`src/rtl/ceespu_mem_arbiter.sv`:
```
// ceespu_mem_arbiter: shares the single data-memory port between the execute
// stage (port 0) and the debug/loader path (port 1). Per-cycle arbitration,
// short locked bursts with a forced release after LOCK_MAX grants, and read
// data routed back to its owner after MEM_LATENCY cycles.
// Optional build macro CEESPU_ARB_ROUND_ROBIN_EN: when both ports request in
// IDLE the port that did not own the last grant wins (default: port 0 wins).

module ceespu_mem_arbiter #(
    parameter int ADDR_W      = 32,
    parameter int MEM_LATENCY = 1,   // 1..4
    parameter int LOCK_MAX    = 16   // 2..255
) (
    input  logic              I_clk,
    input  logic              I_rst,
    input  logic              I_req0,
    input  logic              I_req1,
    input  logic              I_lock0,
    input  logic              I_lock1,
    input  logic [ADDR_W-1:0] I_addr0,
    input  logic [ADDR_W-1:0] I_addr1,
    input  logic [3:0]        I_we0,
    input  logic [3:0]        I_we1,
    input  logic [31:0]       I_wdata0,
    input  logic [31:0]       I_wdata1,
    output logic              O_gnt0,
    output logic              O_gnt1,
    output logic              O_busy0,
    output logic              O_busy1,
    output logic              O_rvalid0,
    output logic              O_rvalid1,
    output logic [31:0]       O_rdata,
    output logic              O_memE,
    output logic [3:0]        O_memWe,
    output logic [ADDR_W-1:0] O_memAddress,
    output logic [31:0]       O_memData,
    input  logic [31:0]       I_memData
);

    typedef enum logic [1:0] {
        ST_IDLE  = 2'd0,
        ST_LOCK0 = 2'd1,
        ST_LOCK1 = 2'd2
    } state_t;

    localparam logic [7:0] LOCK_MAX_C = 8'(LOCK_MAX);

    state_t                 r_state;
    state_t                 w_state_nxt;
    logic                   r_last_owner;
    logic                   w_last_owner_nxt;
    logic [7:0]             r_lock_cnt;
    logic [7:0]             w_lock_cnt_nxt;
    logic [7:0]             w_lock_cnt_inc;
    logic                   r_handoff;      // previous cycle ended in a forced release
    logic                   w_handoff_nxt;
    logic                   w_arb_gnt0;
    logic                   w_arb_gnt1;
    logic                   w_gnt0;
    logic                   w_gnt1;
    logic                   w_lock_port;    // port owning the current lock
    logic                   w_lock_req;
    logic                   w_lock_hold;
    logic                   w_rd_push;
    logic [MEM_LATENCY-1:0] r_rd_vld;
    logic [MEM_LATENCY-1:0] r_rd_tag;       // 0 = port 0, 1 = port 1

    assign w_lock_port    = (r_state == ST_LOCK1);
    assign w_lock_req     = w_lock_port ? I_req1  : I_req0;
    assign w_lock_hold    = w_lock_port ? I_lock1 : I_lock0;
    assign w_lock_cnt_inc = r_lock_cnt + 8'd1;

    // Arbitration and next-state logic for the lock FSM.
    // NOTE: every signal written here gets a default first, so no path can infer a latch.
    always_comb begin
        w_arb_gnt0       = 1'b0;
        w_arb_gnt1       = 1'b0;
        w_state_nxt      = r_state;
        w_lock_cnt_nxt   = r_lock_cnt;
        w_handoff_nxt    = 1'b0;
        w_last_owner_nxt = r_last_owner;

        unique case (r_state)
            ST_IDLE: begin
                if (r_handoff && r_last_owner && I_req0) begin
                    w_arb_gnt0 = 1'b1;
                end else if (r_handoff && !r_last_owner && I_req1) begin
                    w_arb_gnt1 = 1'b1;
                end else if (I_req0 && I_req1) begin
`ifdef CEESPU_ARB_ROUND_ROBIN_EN
                    w_arb_gnt0 = r_last_owner;
                    w_arb_gnt1 = !r_last_owner;
`else
                    w_arb_gnt0 = 1'b1;
`endif
                end else begin
                    w_arb_gnt0 = I_req0;
                    w_arb_gnt1 = I_req1;
                end

                if (w_arb_gnt0 && I_lock0) begin
                    w_state_nxt    = ST_LOCK0;
                    w_lock_cnt_nxt = 8'd1;
                end else if (w_arb_gnt1 && I_lock1) begin
                    w_state_nxt    = ST_LOCK1;
                    w_lock_cnt_nxt = 8'd1;
                end
            end

            ST_LOCK0, ST_LOCK1: begin
                // Only the lock owner may be granted; the other port stalls.
                w_arb_gnt0 = !w_lock_port && w_lock_req;
                w_arb_gnt1 =  w_lock_port && w_lock_req;
                if (!w_lock_req) begin
                    // Owner abandoned the burst.
                    w_state_nxt    = ST_IDLE;
                    w_lock_cnt_nxt = 8'd0;
                end else if (w_lock_cnt_inc == LOCK_MAX_C) begin
                    // Forced release: lock input ignored, other port gets next turn.
                    w_state_nxt    = ST_IDLE;
                    w_lock_cnt_nxt = 8'd0;
                    w_handoff_nxt  = 1'b1;
                end else if (!w_lock_hold) begin
                    w_state_nxt    = ST_IDLE;
                    w_lock_cnt_nxt = 8'd0;
                end else begin
                    w_lock_cnt_nxt = w_lock_cnt_inc;
                end
            end

            default: begin
                w_state_nxt    = ST_IDLE;
                w_lock_cnt_nxt = 8'd0;
            end
        endcase

        if (w_arb_gnt0) begin
            w_last_owner_nxt = 1'b0;
        end else if (w_arb_gnt1) begin
            w_last_owner_nxt = 1'b1;
        end
    end

    // All outputs are held at zero while reset is asserted.
    assign w_gnt0 = w_arb_gnt0 && !I_rst;
    assign w_gnt1 = w_arb_gnt1 && !I_rst;

    assign O_gnt0  = w_gnt0;
    assign O_gnt1  = w_gnt1;
    assign O_busy0 = I_req0 && !w_gnt0 && !I_rst;
    assign O_busy1 = I_req1 && !w_gnt1 && !I_rst;

    // Memory port: combinational mux of the granted requester.
    always_comb begin
        O_memE       = 1'b0;
        O_memWe      = 4'd0;
        O_memAddress = '0;
        O_memData    = 32'd0;
        if (w_gnt0) begin
            O_memE       = 1'b1;
            O_memWe      = I_we0;
            O_memAddress = I_addr0;
            O_memData    = I_wdata0;
        end else if (w_gnt1) begin
            O_memE       = 1'b1;
            O_memWe      = I_we1;
            O_memAddress = I_addr1;
            O_memData    = I_wdata1;
        end
    end

    assign w_rd_push = (w_gnt0 && (I_we0 == 4'd0)) || (w_gnt1 && (I_we1 == 4'd0));

    // FSM state, lock counter, last owner and handoff flag.
    // NOTE: sequential state uses non-blocking assignments so every register samples pre-edge values.
    always_ff @(posedge I_clk or posedge I_rst) begin
        if (I_rst) begin
            r_state      <= ST_IDLE;
            r_last_owner <= 1'b1;
            r_lock_cnt   <= 8'd0;
            r_handoff    <= 1'b0;
        end else begin
            r_state      <= w_state_nxt;
            r_last_owner <= w_last_owner_nxt;
            r_lock_cnt   <= w_lock_cnt_nxt;
            r_handoff    <= w_handoff_nxt;
        end
    end

    // Read-return pipeline: one valid/tag pair per cycle of memory latency.
    // NOTE: this shift register is reset so in-flight reads are dropped rather than returned after reset.
    always_ff @(posedge I_clk or posedge I_rst) begin
        if (I_rst) begin
            r_rd_vld <= '0;
            r_rd_tag <= '0;
        end else begin
            r_rd_vld[0] <= w_rd_push;
            r_rd_tag[0] <= w_gnt1;
            for (int i = 1; i < MEM_LATENCY; i++) begin
                r_rd_vld[i] <= r_rd_vld[i-1];
                r_rd_tag[i] <= r_rd_tag[i-1];
            end
        end
    end

    assign O_rvalid0 = r_rd_vld[MEM_LATENCY-1] && !r_rd_tag[MEM_LATENCY-1];
    assign O_rvalid1 = r_rd_vld[MEM_LATENCY-1] &&  r_rd_tag[MEM_LATENCY-1];
    assign O_rdata   = (O_rvalid0 || O_rvalid1) ? I_memData : 32'd0;

endmodule

```
`config.mk`:
```
export PLATFORM = sky130hd
export DESIGN_NAME = ceespu_mem_arbiter
export DESIGN_NICKNAME = d
export VERILOG_FILES = /design/src/rtl/ceespu_mem_arbiter.sv
export SDC_FILE = /design/constraint.sdc
export NUM_CORES = 1
export LEC_CHECK = 0
export BUFFER_PORTS_ARGS = -buffer_cell sky130_fd_sc_hd__buf_4
export CELL_PAD_IN_SITES_DETAIL_PLACEMENT = 1
export CELL_PAD_IN_SITES_GLOBAL_PLACEMENT = 2
export CORE_ASPECT_RATIO = 0.8
export CORE_MARGIN = 5
export CORE_UTILIZATION = 14
export CTS_CLUSTER_DIAMETER = 150
export CTS_CLUSTER_SIZE = 25
export DETAILED_ROUTE_END_ITERATION = 16
export PLACE_DENSITY_LB_ADDON = 0.2
export RECOVER_POWER = 100
export SKIP_CTS_REPAIR_TIMING = 1
export SYNTH_ARGS = -nofsm -noshare
export SYNTH_HDL_FRONTEND = slang
export SYNTH_SLANG_ARGS = --single-unit
```
`constraint.sdc`:
```
create_clock -name I_clk -period 4.5 [get_ports I_clk]
set_input_delay 0.225 -clock I_clk [delete_from_list [all_inputs] [get_ports I_clk]]
set_output_delay 0.225 -clock I_clk [all_outputs]
set_load 0.05 [all_outputs]
```
==> results.toml, run 1 <==
[status]
outcome = "complete, but fails checks"
violations = "capacitance limit"

[pwr]
clkPwrFrac_pct = 12.1
p_leak_uw = 0.002152
p_sw_uw = 861.1
switching_share_pct = 55.29
pwr-share-seq_pct = 11.2
p_int_uw = 696.4
pwr-share-comb_pct = 76.7
power_uw = 1557
powerDensity_nw_per_um2 = 370.9
peakVddDrop_mv = 0.1620

[worst_setup_path]
rr_worst_depth = 8
end_kind = "primary output"
max_stage_delay_ns = 0.81
ff2ff_setup_slack_ns = 1.66
critPathSlowestCell = "clkbuf_2"
worst_setup_path_start_kind = "register"
path_class = "register to primary output"
crit_chain = "inv_1 > ha_1 > nand2b_1 > a21boi_0 > nor4b_4 > clkbuf_2 > a22o_1 > buf_4"
worstPathRequired_ns = 4.28
cp_max_fo = 71
rr_endpoint = "r_rd_vld"
crit_arrival_ns = 3.33
timing.rr.start = "r_state[0]"

[routing]
dr.pass1.iters = 4
wl_per_cell_um = 20.60
viasPerCell = 4.420
drtIter0Drc = 129
drtAntennaViolNets = 0
via_count = 3023
drc = 0
routed_wirelength_mm = 14.09

[floorplan]
die_h_um = 114.7
num_rows = 38
start_util_pct = 14.20
ios = 281
core-area_um2 = 13500
die_area_um2 = 16160
die_w_um = 140.9

[synthesis]
synth.most_common_cell = "a22o_1"
yosys-top-cells-count = "a22o_1, and2_1, clkbuf_1, dfrtp_1, nor2_1"
syn_nets = 417
synth-edff-count = 0
synth_cells = 238
ys_seq_area_share_pct = 18.33
syn_area_um2 = 1918
avgSynthCellArea_um2 = 8.059
yosys_warnings = 0
synth_top_area_share_pct = 31.05
synth_top_area_cell = "a22o_1"
synthFlopType = "dfrtp_1"
synth-seq-cells = 14
synthArstFlopShare_pct = 100.0
synth_cell_types = 50
synth.area.top_cells = "a22o_1, dfrtp_1, and2_1"

[global_routing]
grt_max_degree = 72
antenna_found_initial = 0
grtUsageTotal_pct = 15.32
grt_pass1_vias = 3074
grt_pass1_wl_mm = 19.15
grt.overflow.total = 0

[clock_tree]
cts.path.max_buffers = 2
clk_pin_slew_ns = 0.05
cts_tree = "built"
h-tree-depth = 1
cts_sinks = 14
cts-root-buf = "clkbuf_16"
worstSkewPairLatency_ns = 0.24
cts_buffers = 3

[sta]
worstMarginPinSlew_ns = 1.496
fin_worst_skew_ns = 0.002828
maxSlewHeadroom_pct = 0.2634
setup_viol = 0
fmax_mhz = 281.5
min_period_over_period_pct = 78.94
hold_viol_final = 0
drv_slew = 0
finalCriticalPeriod_ns = 3.552
fin_setup_tns_ns = 0
rsz0062_at_grt = "false"

[place]
port_buffers = 280
dp.final_hpwl_mm = 12.17
dpl_cell_area_um2 = 4185
gp_congestion = 0.8394

[cells_and_area]
nNetsFinal = 684
final_area_um2 = 4199
area_growth_pct = 118.9
drive_gt1_share_pct = 55.36
utilization_pct = 31.10
antennaDiodeCount = 0

[flow_run]
max-cap-violations = 1

[min_path]
min_path_type = "input pin to async pin"
## state kept, by name, indices dropped and copies added (netlist names)
| register | count |
|---|---|
| r_handoff | 1 |
| r_rd_vld | 1 |
| r_rd_tag | 1 |
| r_state | 2 |
| r_lock_cnt | 8 |
| r_last_owner | 1 |
## logic make-up after synthesis
| family | Yosys count | share of synthesized area [%] |
|---|---|---|
| and+or+nand+nor | 88 | 27.40 |
| DFF | 14 | 18.33 |
| AOI/OAI and AO/OA | 100 | 44.16 |
| muxes | 1 | 0.5219 |
| adders and majority gates | 5 | 3.262 |
| buffers and inverters | 30 | 6.328 |
## layout make-up
class | count | area [µm²]
multi-input combinational | 194 | 1441
timing repair buffer | 283 | 2058
sequential | 14 | 351.6
tap | 180 | 225.2
clock buffer | 4 | 88.84
fill | 1646 | 9304
inverter | 9 | 33.78
## metrics by stage
| step | setup WS (ns) | instances | hold slack (ns) |
|---|---|---|---|
| floorplan | 1.733 | 238 | 0.1297 |
| global placement | 1.890 | 680 | 0.3748 |
| detailed placement | 1.774 | 680 | 0.3712 |
| CTS | 1.505 | 684 | 0.1123 |
| global route | 0.7531 | 684 | 0.1905 |
| finish | 0.9478 | 684 | 0.1265 |
## worst max-delay path: cells and delay by family, from the launching register on
family,cells,cell delay (ns)
AND/OR/NAND/NOR,2,0.23
flip-flops,1,0.40
AO/OA/AOI/OAI,2,1.03
adder cells (fa/ha/maj),1,0.27
buffers and inverters,3,1.12
## per-layer routing
metal / global-route usage, % / part of all wire, % / vias to the layer above / wire length [µm]
li1: - / - / 1444 / -
met1: 19.09 / 41 / 1423 / 5712
met2: 27.30 / 51 / 148 / 7144
met3: 3.758 / 7.6 / 8 / 1077
met4: 2.453 / 1.1 / 0 / 155
met5: 0 / 0 / - / 0
## worst max-delay path by stage
stage,startpoint,endpoint,slack [ns],cells after the start
after global routing,r_state[0],O_memData[31],0.75,8
final,r_state[0],O_memData[31],0.95,8
after global placement,r_state[0],O_memAddress[31],1.89,8
after CTS,r_state[0],O_memData[31],1.51,9
after detailed placement,r_state[0],O_memData[31],1.77,9
after floorplan,r_state[0],O_memAddress[27],1.73,7
## power groups by stage
| stage | Sequential, µW | Clock, µW | Combinational [µW] |
|---|---|---|---|
| after floorplan | 168 | 0 | 796 |
| after global placement | 175 | 0 | 1210 |
| after detailed placement | 177 | 0 | 1210 |
| after CTS | 175 | 191 | 1210 |
| after global routing | 178 | 195 | 1260 |
| final | 175 | 189 | 1190 |
## cells in the final DEF (no fill, tap or decap), drive strengths merged, types with 2 or more instances in the layout
| cell type | n |
|---|---|
| nand3b | 2 |
| nor3 | 5 |
| nor4 | 2 |
| nor2 | 13 |
| nand2b | 3 |
| dfrtp | 13 |
| o31ai | 2 |
| o21ai | 10 |
| nand2 | 10 |
| inv | 9 |
| nand3 | 3 |
| o211a | 2 |
| a21oi | 2 |
| clkbuf | 22 |
| ha | 5 |
| buf | 265 |
| or3 | 2 |
| a211o | 2 |
| nor2b | 2 |
| a22o | 68 |
| and2 | 34 |
| or2 | 2 |
| nor4b | 2 |
| nor3b | 4 |
Note: power is estimated with default switching activity, not from simulation.
==> run 2, diff against run 1 <==
- CORE_UTILIZATION: 14 -> 11
- clock period: 4.5 -> 3.2 ns (I/O delays scaled with it)
==> run 2 against run 1 <==
  * The run now ends clean
  * Setup slack worse by 0.67 ns
  * Flip-flop and latch count unchanged
  * Critical endpoint is now O_memData[18]
  * Global-route usage decreased by 2.9 points
  * Combinational power increased by 34%
  * Highest routed layer unchanged
  * Sequential power is 39% higher
==> results.toml, run 2 (synthesis results as in run 1) <==
[sta]
fin_setup_tns_ns = 0
worstMarginPinSlew_ns = 0.7799
finalCriticalPeriod_ns = 2.922
min_period_over_period_pct = 91.33
hold_viol_final = 0
maxSlewHeadroom_pct = 48.01
rsz0062_at_grt = "false"
fmax_mhz = 342.2
fin_worst_skew_ns = 0.001695
setup_viol = 0
drv_slew = 0

[pwr]
p_int_uw = 894.0
pwr-share-comb_pct = 75.5
clkPwrFrac_pct = 12.9
switching_share_pct = 57.59
peakVddDrop_mv = 0.1620
pwr-share-seq_pct = 11.6
powerDensity_nw_per_um2 = 509.0
p_leak_uw = 0.002124
p_sw_uw = 1214

[routing]
routed_wirelength_mm = 14.10
via_count = 3037
viasPerCell = 4.143
drtAntennaViolNets = 0
drc = 0
wl_per_cell_um = 19.24
drtIter0Drc = 139
dr.pass1.iters = 4

[cells_and_area]
area_growth_pct = 115.9
final_cells = 733
utilization_pct = 24.06
final_common_cell = "buf_4"
final_cell_mix = "buf_4, a22o_1, clkbuf_2"
largest_reg_flops = 8
final_area_um2 = 4141
reg_top3 = "r_lock_cnt (8), r_state (2)"
nNetsFinal = 687
drive_gt1_share_pct = 55.62
top_register = "r_lock_cnt"

[floorplan]
core-area_um2 = 17220
die_h_um = 128.1
die_area_um2 = 20190
num_rows = 43
start_util_pct = 11.14
die_w_um = 157.6
ios = 281

[place]
port_buffers = 280
dpl_cell_area_um2 = 4269
dp_cells = 727
dp.final_hpwl_mm = 12.07
gp_congestion = 0.8302

[worst_setup_path]
ff2ff_setup_slack_ns = 0.93
crit_start = "r_state[0]"
timing.rr.start = "r_state[0]"
rr_worst_depth = 8
worstPathRequired_ns = 3.04
worstSetupEndpoint = "O_memData[18]"
rr_endpoint = "r_lock_cnt[3]"
crit_arrival_ns = 2.76
path_class = "register to primary output"
end_kind = "primary output"
worst_setup_path_start_kind = "register"
cp_max_fo = 68

[clock_tree]
clk_pin_slew_ns = 0.05
h-tree-depth = 1
worstSkewPairLatency_ns = 0.25
cts-root-buf = "clkbuf_16"
cts.path.max_buffers = 2
cts_buffers = 3
cts_sinks = 14
cts_tree = "built"

[global_routing]
grt_pass1_wl_mm = 19.35
grt_max_degree = 69
grt_pass1_vias = 3153
grt.overflow.total = 0
grtUsageTotal_pct = 12.41
antenna_found_initial = 0

[min_path]
min_path_type = "input pin to register"

[flow_run]
max-cap-violations = 0

[status]
outcome = "completed"
-- run 2: metal layers --
| layer | GRT usage (%) | wire length [µm] | vias up |
|---|---|---|---|
| li1 | - | - | 1451 |
| met1 | 15.46 | 5542 | 1441 |
| met2 | 22.36 | 7345 | 137 |
| met3 | 2.329 | 1053 | 8 |
| met4 | 2.276 | 162 | 0 |
| met5 | 0 | 0 | - |
-- run 2: stage by stage --
stage | hold slack [ns] | power, µW | setup WS (ns)
global placement | 0.2368 | 1960 | 0.7211
floorplan | 0.06472 | 1355 | 0.4979
global route | 0.2091 | 2223 | 0.1093
finish | 0.1770 | 2108 | 0.2775
CTS | -0.02217 | 2253 | 0.4383
detailed placement | 0.2447 | 1970 | 0.7174
-- run 2: area by class of cell --
cell class	count	area, µm²
antenna	1	2.502
clock buffer	4	88.84
fill	2101	13080
inverter	9	33.78
multi-input combinational	194	1441
sequential	14	351.6
tap	225	281.5
timing repair buffer	286	1942
-- run 2: worst min path at each step --
stage / from / end / slack (ns) / cells after the start
2_1_floorplan: I_rst / r_handoff / 0.06 / 1
5_1_grt: I_we1[3] / r_rd_vld / 0.21 / 3
3_5_place_dp: I_rst / r_lock_cnt[2] / 0.24 / 3
4_1_cts: I_rst / r_handoff / -0.02 / 3
6_report: I_we1[3] / r_rd_vld / 0.18 / 3
3_3_place_gp: I_rst / r_handoff / 0.24 / 3
-- run 2: critical path, cell delays in order, from the launching register on --
cell	delay, ns
dfrtp_1	0.39
inv_1	0.11
ha_1	0.25
nand2b_1	0.15
a21boi_0	0.46
nor2b_1	0.17
nor2_4	0.15
buf_12	0.31
a22o_1	0.21
clkbuf_2	0.28
-- run 2: power by group through the flow --
| stage | sequential (µW) | clock (µW) | combinational [µW] |
|---|---|---|---|
| detailed placement | 248 | 0 | 1720 |
| floorplan | 236 | 0 | 1120 |
| global placement | 245 | 0 | 1720 |
| CTS | 244 | 280 | 1730 |
| finish | 244 | 272 | 1590 |
| global route | 248 | 292 | 1680 |
